===== src/rtl/memory_read_ctrl.sv =====
// memory_read_ctrl: walks a linked cell chain on memory port B, streams each cell as
// 64-bit beats with begin/end framing and returns consumed cells to the free list.
// Optional footer validity check enabled by defining MEM_RD_FOOTER_CHECK_EN.
module memory_read_ctrl #(
   parameter int  ADDR_W       = 10,
   parameter int  CELL_BEATS   = 7,
   localparam int PAYLOAD_BITS = 64*CELL_BEATS,
   localparam int BLOCK_BITS   = PAYLOAD_BITS + 64
) (
   input  logic                  clk,
   input  logic                  rst_n,
   input  logic                  req_valid_i,
   input  logic [ADDR_W-1:0]     req_head_idx_i,
   output logic                  req_ready_o,
   output logic                  mem_re_o,
   output logic [ADDR_W-1:0]     mem_addr_o,
   input  logic [BLOCK_BITS-1:0] mem_rdata_i,
   output logic [63:0]           data_o,
   output logic                  data_valid_o,
   output logic                  data_begin_o,
   output logic                  data_end_o,
   input  logic                  data_ready_i,
   output logic                  fl_free_req_o,
   output logic [ADDR_W-1:0]     fl_free_idx_o,
   input  logic                  fl_free_gnt_i,
   output logic                  err_o
);

   typedef enum logic [2:0] {S_IDLE, S_READ, S_WAIT, S_STREAM, S_FREE, S_ERR} state_e;

   localparam logic [2:0] MAX_BEAT = 3'(CELL_BEATS-1);

   function automatic logic [63:0] beat_sel(input logic [PAYLOAD_BITS-1:0] pl,
                                            input logic [2:0] k);
      return pl[PAYLOAD_BITS-1-64*int'(k) -: 64];
   endfunction

   function automatic logic [2:0] clamp_last(input logic [2:0] lb);
      return (lb > MAX_BEAT) ? MAX_BEAT : lb;
   endfunction

   function automatic logic is_last(input logic eop, input logic [2:0] lb,
                                    input logic [2:0] k);
      return eop ? (k == lb) : (k == MAX_BEAT);
   endfunction

   state_e                  state_q;
   logic [ADDR_W-1:0]       curr_idx_q, next_idx_q, mem_addr_q, fl_free_idx_q;
   logic                    eop_q, first_q;
   logic [2:0]              last_beat_q, beat_cnt_q;
   logic [PAYLOAD_BITS-1:0] payload_q;
   logic [63:0]             data_q;
   logic                    mem_re_q, data_valid_q, data_begin_q, data_end_q;
   logic                    fl_free_req_q, err_q;

   logic [63:0]             footer;
   logic [PAYLOAD_BITS-1:0] rd_payload;
   logic [ADDR_W-1:0]       ft_next;
   logic                    ft_eop, ft_valid, footer_bad, cell_last;
   logic [2:0]              ft_last, beat_nxt;

   assign footer     = mem_rdata_i[63:0];
   assign rd_payload = mem_rdata_i[BLOCK_BITS-1:64];
   assign ft_next    = footer[ADDR_W-1:0];
   assign ft_eop     = footer[ADDR_W];
   assign ft_valid   = footer[ADDR_W+1];
   assign ft_last    = clamp_last(footer[ADDR_W+4:ADDR_W+2]);
   assign beat_nxt   = beat_cnt_q + 3'd1;
   assign cell_last  = is_last(eop_q, last_beat_q, beat_cnt_q);

`ifdef MEM_RD_FOOTER_CHECK_EN
   assign footer_bad = !ft_valid;
   assign err_o      = err_q;
`else
   assign footer_bad = 1'b0;
   assign err_o      = 1'b0;
`endif

   // Reserved footer bits carry no meaning for the reader.
   logic unused_ok;
   assign unused_ok = ^{footer[63:ADDR_W+5], ft_valid, err_q};

   assign req_ready_o   = (state_q == S_IDLE);
   assign mem_re_o      = mem_re_q;
   assign mem_addr_o    = mem_addr_q;
   assign data_o        = data_q;
   assign data_valid_o  = data_valid_q;
   assign data_begin_o  = data_begin_q;
   assign data_end_o    = data_end_q;
   assign fl_free_req_o = fl_free_req_q;
   assign fl_free_idx_o = fl_free_idx_q;

   always_ff @(posedge clk) begin
      if (state_q == S_WAIT) payload_q <= rd_payload;
   end

   always_ff @(posedge clk or negedge rst_n) begin
      if (!rst_n) begin
         state_q       <= S_IDLE;
         curr_idx_q    <= '0;
         next_idx_q    <= '0;
         eop_q         <= 1'b0;
         first_q       <= 1'b0;
         last_beat_q   <= '0;
         beat_cnt_q    <= '0;
         mem_re_q      <= 1'b0;
         mem_addr_q    <= '0;
         data_q        <= '0;
         data_valid_q  <= 1'b0;
         data_begin_q  <= 1'b0;
         data_end_q    <= 1'b0;
         fl_free_req_q <= 1'b0;
         fl_free_idx_q <= '0;
         err_q         <= 1'b0;
      end else begin
         mem_re_q <= 1'b0;
         err_q    <= 1'b0;
         case (state_q)
            S_IDLE: begin
               if (req_valid_i) begin
                  curr_idx_q <= req_head_idx_i;
                  mem_addr_q <= req_head_idx_i;
                  mem_re_q   <= 1'b1;
                  first_q    <= 1'b1;
                  state_q    <= S_READ;
               end
            end
            S_READ: state_q <= S_WAIT;
            S_WAIT: begin
               beat_cnt_q  <= '0;
               next_idx_q  <= ft_next;
               eop_q       <= ft_eop;
               last_beat_q <= ft_last;
               if (footer_bad) begin
                  err_q   <= 1'b1;
                  state_q <= S_ERR;
               end else begin
                  // Beat 0 is presented straight from the read data.
                  data_q       <= beat_sel(rd_payload, 3'd0);
                  data_valid_q <= 1'b1;
                  data_begin_q <= first_q;
                  data_end_q   <= ft_eop && is_last(ft_eop, ft_last, 3'd0);
                  state_q      <= S_STREAM;
               end
            end
            S_STREAM: begin
               if (data_ready_i) begin
                  first_q      <= 1'b0;
                  data_begin_q <= 1'b0;
                  if (cell_last) begin
                     data_valid_q  <= 1'b0;
                     data_end_q    <= 1'b0;
                     fl_free_req_q <= 1'b1;
                     fl_free_idx_q <= curr_idx_q;
                     state_q       <= S_FREE;
                  end else begin
                     beat_cnt_q <= beat_nxt;
                     data_q     <= beat_sel(payload_q, beat_nxt);
                     data_end_q <= eop_q && is_last(eop_q, last_beat_q, beat_nxt);
                  end
               end
            end
            S_FREE: begin
               if (fl_free_gnt_i) begin
                  fl_free_req_q <= 1'b0;
                  if (eop_q) begin
                     state_q <= S_IDLE;
                  end else begin
                     curr_idx_q <= next_idx_q;
                     mem_addr_q <= next_idx_q;
                     mem_re_q   <= 1'b1;
                     state_q    <= S_READ;
                  end
               end
            end
            S_ERR:   state_q <= S_IDLE;
            default: state_q <= S_IDLE;
         endcase
      end
   end

endmodule


===== config.mk =====
export PLATFORM = sky130hd
export DESIGN_NAME = memory_read_ctrl
export DESIGN_NICKNAME = d
export VERILOG_FILES = /design/src/rtl/memory_read_ctrl.sv
export SDC_FILE = /design/constraint.sdc
export NUM_CORES = 1
export LEC_CHECK = 0
export CAP_MARGIN = 10
export CORE_AREA = 4 4 237 239
export DETAILED_ROUTE_END_ITERATION = 6
export DIE_AREA = 0 0 241 243
export HOLD_SLACK_MARGIN = 0.03
export PLACE_DENSITY_LB_ADDON = 0.08
export SLEW_MARGIN = 10
export SYNTH_ARGS = -nofsm -noshare
export SYNTH_HDL_FRONTEND = slang
export SYNTH_SLANG_ARGS = --single-unit

===== constraint.sdc =====
create_clock -name clk -period 10 [get_ports clk]
set_clock_uncertainty 0.1 [all_clocks]
set_input_delay 1 -clock clk [delete_from_list [all_inputs] [get_ports clk]]
set_output_delay 1 -clock clk [all_outputs]
set_load 0.02 [all_outputs]

==> results of run 1 <==
sequential cells by signal (all words and copies together), names as in the netlist:
signal and flops:
last_beat_q 3, data_o 64, mem_re_o 1, fl_free_idx_o 10, next_idx_q 10, data_valid_o 1
eop_q 1, payload_q 448, data_begin_o 1, beat_cnt_q 3, state_q 3, first_q 1
fl_free_req_o 1, data_end_o 1, mem_addr_o 10
final cells by class:
| class | count | area [um2] |
|---|---|---|
| antenna | 23 | 57.6 |
| clock buffer | 94 | 1790 |
| clock inverter | 21 | 139 |
| fill | 4345 | 23900 |
| inverter | 9 | 33.8 |
| multi-input combinational | 591 | 5030 |
| sequential | 558 | 16200 |
| tap | 696 | 871 |
| timing repair buffer | 581 | 5800 |
cell usage in the layout (no fill, tap or decap), types with 2 or more instances in the layout:
cell and instances:
nand3_1 6, clkinv_2 8, clkinv_1 8, buf_4 13
clkbuf_1 20, a41oi_1 62, xor2_1 2, mux2_2 87
nor3b_1 2, o22ai_1 3, nand3b_1 2, o2111ai_1 2
mux2i_1 15, nand2b_1 4, inv_1 9, a21o_1 2
dfrtp_1 109, clkbuf_16 62, o31ai_1 2, a22oi_1 62
nor2_4 3, xnor2_1 5, clkdlybuf4s50_1 565, clkbuf_8 12
nor2_1 76, a22o_1 2, a31oi_1 2, o21ai_0 6
nor3_1 6, buf_12 2, nand2_1 133, a21oi_1 14
nor2b_1 3, clkinvlp_4 3, edfxtp_1 448, mux4_2 62
diode_2 23
report_power, final:
part / switching [uW] / internal (uW) / total, uW
registers: 294 / 3470 / 3770
clock network: 899 / 1250 / 2150
logic: 2070 / 1680 / 3750
stage by stage:
| step | std cells | util, % |
|---|---|---|
| final | 2573 | 55.6 |
| after global routing | 2565 | 55.6 |
| after CTS | 2550 | 55.5 |
| after detailed placement | 2435 | 51.9 |
| after global placement | 2435 | 51.9 |
| after floorplan | 1232 | - |
routing by layer:
| metal | up-vias | GRT usage [%] | wire (um) |
|---|---|---|---|
| li1 | 6035 | - | - |
| met1 | 6705 | 25.9 | 24300 |
| met2 | 443 | 37.1 | 33300 |
| met3 | 107 | 7.76 | 5880 |
| met4 | 26 | 6.63 | 1410 |
| met5 | - | 0 | 156 |
cell families (layout without fill, tap and decap cells):
group,Yosys count,count (layout),share of synthesized area (%)
multiplexers,165,165,11.8
other,1,24,0.0174
flip-flops,558,558,75.1
buffers and inverters,83,705,1.83
AO/OA/AOI/OAI,167,167,6.00
adder cells (fa/ha/maj),2,2,0.116
AND/OR/NAND/NOR,248,248,4.76
XOR/XNOR,8,8,0.389
worst max-delay path: cells and delay by family, from the launching register on:
family	cells	cell delay, ns
fa+ha+maj	1	0.86
buf+inv	2	0.88
compound gates	2	0.51
simple gates	2	1.06
flops	1	0.83
mux	1	0.16
path summary, 6_finish.rpt:
path | start | to | slack, ns
min | rst_n | next_idx_q[0] | 0.28
min in group clk | data_o[37] | data_o[37] | 0.40
max in group asynchronous | rst_n | data_o[40] | 8.10
max reg2reg | beat_cnt_q[0] | data_o[63] | 5.50
min reg2reg | data_o[37] | data_o[37] | 0.40
max | beat_cnt_q[0] | data_o[63] | 5.50
==> results.toml, run 1 <==
[logic_synthesis]
ys_seq_elements = 558
synth_cells = 1232
synthTopCellsByArea = "edfxtp_1 62%, dfrtp_1 13%, mux4_2 6.5%"
synth_area_um2 = 21600
netlist.top_cell.by_area = "edfxtp_1"
synth.most_common_cell = "edfxtp_1"
synth-main-ff-cell = "edfxtp_1"
yosysSeqAreaShare_pct = 75.1
synth_top_area_share_pct = 62.4
avgSynthCellArea_um2 = 17.5
synthArstFlopShare_pct = 19.7
synth_edf_count = 448
synth_nets = 1761
ys_warn_count = 0
netlist_top_cells_count = "448 x edfxtp_1, 133 x nand2_1, 110 x dfrtp_1"
ys_types = 55

[floorplan]
die_h_um = 243
coreArea_um2 = 53800
row_count = 85
die-area_um2 = 58600
start_util_pct = 40.1
ios = 618
die_w_um = 241

[final_layout]
nets = 2331
drive_gt1_share_pct = 14.3
area_growth_pct = 38.8
design_area_um2 = 29900

[critical_path]
crit_slowest_cell = "ha_4"
reg2regPathDepth = 8
end_kind = "flop"
slowest_delay_ns = 0.86
worstPathRequired_ns = 10.44
worstPathArrival_ns = 4.94
critical_path.startpoint_type = "flop"
crit_fanout = 38
cp_cell_sequence = "inv_1 > ha_4 > nand2b_1 > nor2_4 > buf_4 > a22oi_1 > a41oi_1 > mux2_2"
worstSetupPathType = "reg -> reg"

[routing]
first_pass_iters = 5
detail_route.vias_per_cell = 5.18
drcViolationCount = 0
ant_nets = 0
routed-via-count = 13300
drt_wl_total_um = 65100
dr.first_iter.drc_count = 855
wl_per_cell_um = 25.3

[clocking]
clock_path_buffers = 3
clkSinkCount = 558
cts_hold_buf = 0
cts-root-buf = "clkbuf_16"
numCtsBuffers = 61
htree_levels = 2
clock_latency_ns = 0.61
cts_tree = "built"
cts.clk_slew.worst_paths_ns = 0.07
ctsResizeCount = 0
post_cts.repair.setup_buffers = 0

[timing]
hold_viol_final = 0
whs_ns = 0.279
period_share_pct = 45.0
rsz0062_at_grt = "false"
maxSlewViolCount = 0
tns_ns = 0
slew-limit-headroom_pct = 9.34
fin_crit_ns = 4.50
worst_pin_slew_ns = 1.36
setup_violations = 0
fmax_ghz = 0.222
finalWorstSetupSlack_ns = 5.50

[status]
status = "completed"

[pwr]
power.total_uw = 9670
pwr_density_cell_nw_per_um2 = 323
ir_drop_v = 0.000453
total_leakage_power_uw = 0.0103

[global_routing]
grt_pass1_vias = 14100
gr-usage-all-layers_pct = 21.8
grt_pass1_wl_um = 93600
antenna_found_initial = 38
grt_max_degree = 205
gr-total-overflow = 0

[place]
dp_slack_ns = 5.37
place_hpwl_um = 43500
io_buffers = 566
place_area_um2 = 27900
gp_congestion = 0.776

[worst_hold_path]
hold_class = "in -> async"

[job]
cap_violations = 0
No activity file was read; power rests on OpenSTA's default activity.
==> inputs of run 2 (changes only) <==
--- a/config.mk
+++ b/config.mk
@@ -6,9 +6,9 @@
 export NUM_CORES = 1
 export LEC_CHECK = 0
 export CAP_MARGIN = 10
-export CORE_AREA = 4 4 237 239
+export CORE_AREA = 4 4 236 238
 export DETAILED_ROUTE_END_ITERATION = 6
-export DIE_AREA = 0 0 241 243
+export DIE_AREA = 0 0 240 242
 export HOLD_SLACK_MARGIN = 0.03
 export PLACE_DENSITY_LB_ADDON = 0.08
 export SLEW_MARGIN = 10
==> constraint.sdc (replaced) <==
create_clock -name clk -period 3.7 [get_ports clk]
set_clock_uncertainty 0.1 [all_clocks]
set_input_delay 0.37 -clock clk [delete_from_list [all_inputs] [get_ports clk]]
set_output_delay 0.37 -clock clk [all_outputs]
set_load 0.02 [all_outputs]
==> results.toml, run 2 (synthesis gave the netlist of run 1 again) <==
[pwr]
pwr_density_cell_nw_per_um2 = 870
power.total_uw = 26100
ir_drop_v = 0.000708
total_leakage_power_uw = 0.0103

[critical_path]
worstPathArrival_ns = 3.84
critical_path.startpoint_type = "flop"
r2r_start = "beat_cnt_q[0]"
ff2ff_setup_slack_ns = 0.24
end_kind = "flop"
crit_fanout = 35
reg2regPathDepth = 8
worstSetupPathType = "reg -> reg"
reg2reg_to = "data_o[42]"
worstPathRequired_ns = 4.08

[final_layout]
most-common-layout-cells = "565 x clkdlybuf4s50_1, 448 x edfxtp_1, 133 x nand2_1"
final_core_util_pct = 56.0
drive_gt1_share_pct = 14.4
area_growth_pct = 39.0
final_common_cell = "clkdlybuf4s50_1"
nets = 2337
largest_reg_flops = 448
largest-register = "payload_q"

[timing]
fin_crit_ns = 3.46
period_share_pct = 93.4
fmax_ghz = 0.289
hold_viol_final = 0
tns_ns = 0
setup_violations = 0
slew-limit-headroom_pct = 28.3
maxSlewViolCount = 0
worst_pin_slew_ns = 1.07
rsz0062_at_grt = "false"

[routing]
drcViolationCount = 0
drt_wl_total_um = 64800
routed-via-count = 13300
wl_per_cell_um = 25.1
detail_route.vias_per_cell = 5.16
first_pass_iters = 5
dr.first_iter.drc_count = 915
ant_nets = 0

[clocking]
cts.clk_slew.worst_paths_ns = 0.06
cts-root-buf = "clkbuf_16"
cts_hold_buf = 1
cts_tree = "built"
ctsResizeCount = 0
clock_path_buffers = 3
clock_latency_ns = 0.60
numCtsBuffers = 58
post_cts.repair.setup_buffers = 0
clkSinkCount = 558
htree_levels = 2

[worst_hold_path]
min_from = "mem_rdata_i[227]"
hold_depth = 1
min_to = "payload_q[163]"
hold_class = "in -> reg"

[status]
status = "completed"

[floorplan]
die-area_um2 = 58100
row_count = 85
ios = 618
start_util_pct = 40.3
die_w_um = 240
coreArea_um2 = 53600
die_h_um = 242

[global_routing]
grt_pass1_wl_um = 93300
gr-usage-all-layers_pct = 21.7
gr-total-overflow = 0
grt_max_degree = 172
antenna_found_initial = 40
grt_pass1_vias = 14100

[job]
cap_violations = 0

[place]
place_hpwl_um = 43600
io_buffers = 566
gp_congestion = 0.785
## run 2: where the power goes
| group | internal, uW | switching, uW |
|---|---|---|
| sequential | 9360 | 763 |
| combinational | 4690 | 5630 |
| clock | 3280 | 2370 |
| total | 17300 | 8770 |
## run 2: layout make-up
type | instances | area (um2)
clock buffers | 83 | 1610
diodes | 28 | 70.1
multi-input cells | 591 | 5030
flip-flops and latches | 558 | 16200
well taps | 696 | 871
fillers | 4380 | 23600
clock inverters | 25 | 221
inverters | 9 | 33.8
repair buffers | 590 | 5960
## run 2: how the worst max path moves through the flow
stage | from | endpoint | slack [ns]
2_1_floorplan | state_q[2] | next_idx_q[2] | 0.46
3_3_place_gp | beat_cnt_q[0] | data_o[42] | 0.24
3_5_place_dp | beat_cnt_q[0] | data_o[42] | 0.23
4_1_cts | beat_cnt_q[0] | data_o[42] | 0.22
5_1_grt | beat_cnt_q[1] | data_o[24] | 0.09
6_report | beat_cnt_q[0] | data_o[42] | 0.24
## run 2: worst max-delay path, stage by stage, from the launching register on
cell and delay [ns]:
dfrtp_4 0.48, ha_1 0.27, xnor3_4 0.36, buf_4 0.51, buf_4 0.63, mux4_2 0.42
nand2_1 0.09, a41oi_1 0.12, mux2_2 0.31
## run 2: metal layers
| layer | wire length, um | part of all wire, % | global-route usage (%) |
|---|---|---|---|
| met5 | 160 | 0.25 | 0 |
| met4 | 1570 | 2.4 | 7.13 |
| met3 | 5330 | 8.2 | 7.21 |
| met2 | 32600 | 50 | 35.9 |
| met1 | 25100 | 39 | 26.9 |
## run 2: stage by stage
step | hold WS [ns] | cells | worst slack, ns | cell area [um2]
finish | 0.217 | 2580 | 0.244 | 30000
global placement | 0.335 | 2443 | 0.239 | 28100
CTS | 0.171 | 2552 | 0.215 | 29900
global route | 0.185 | 2569 | 0.0861 | 30000
detailed placement | 0.339 | 2443 | 0.226 | 28100
floorplan | -0.0256 | 1232 | 0.460 | 21600
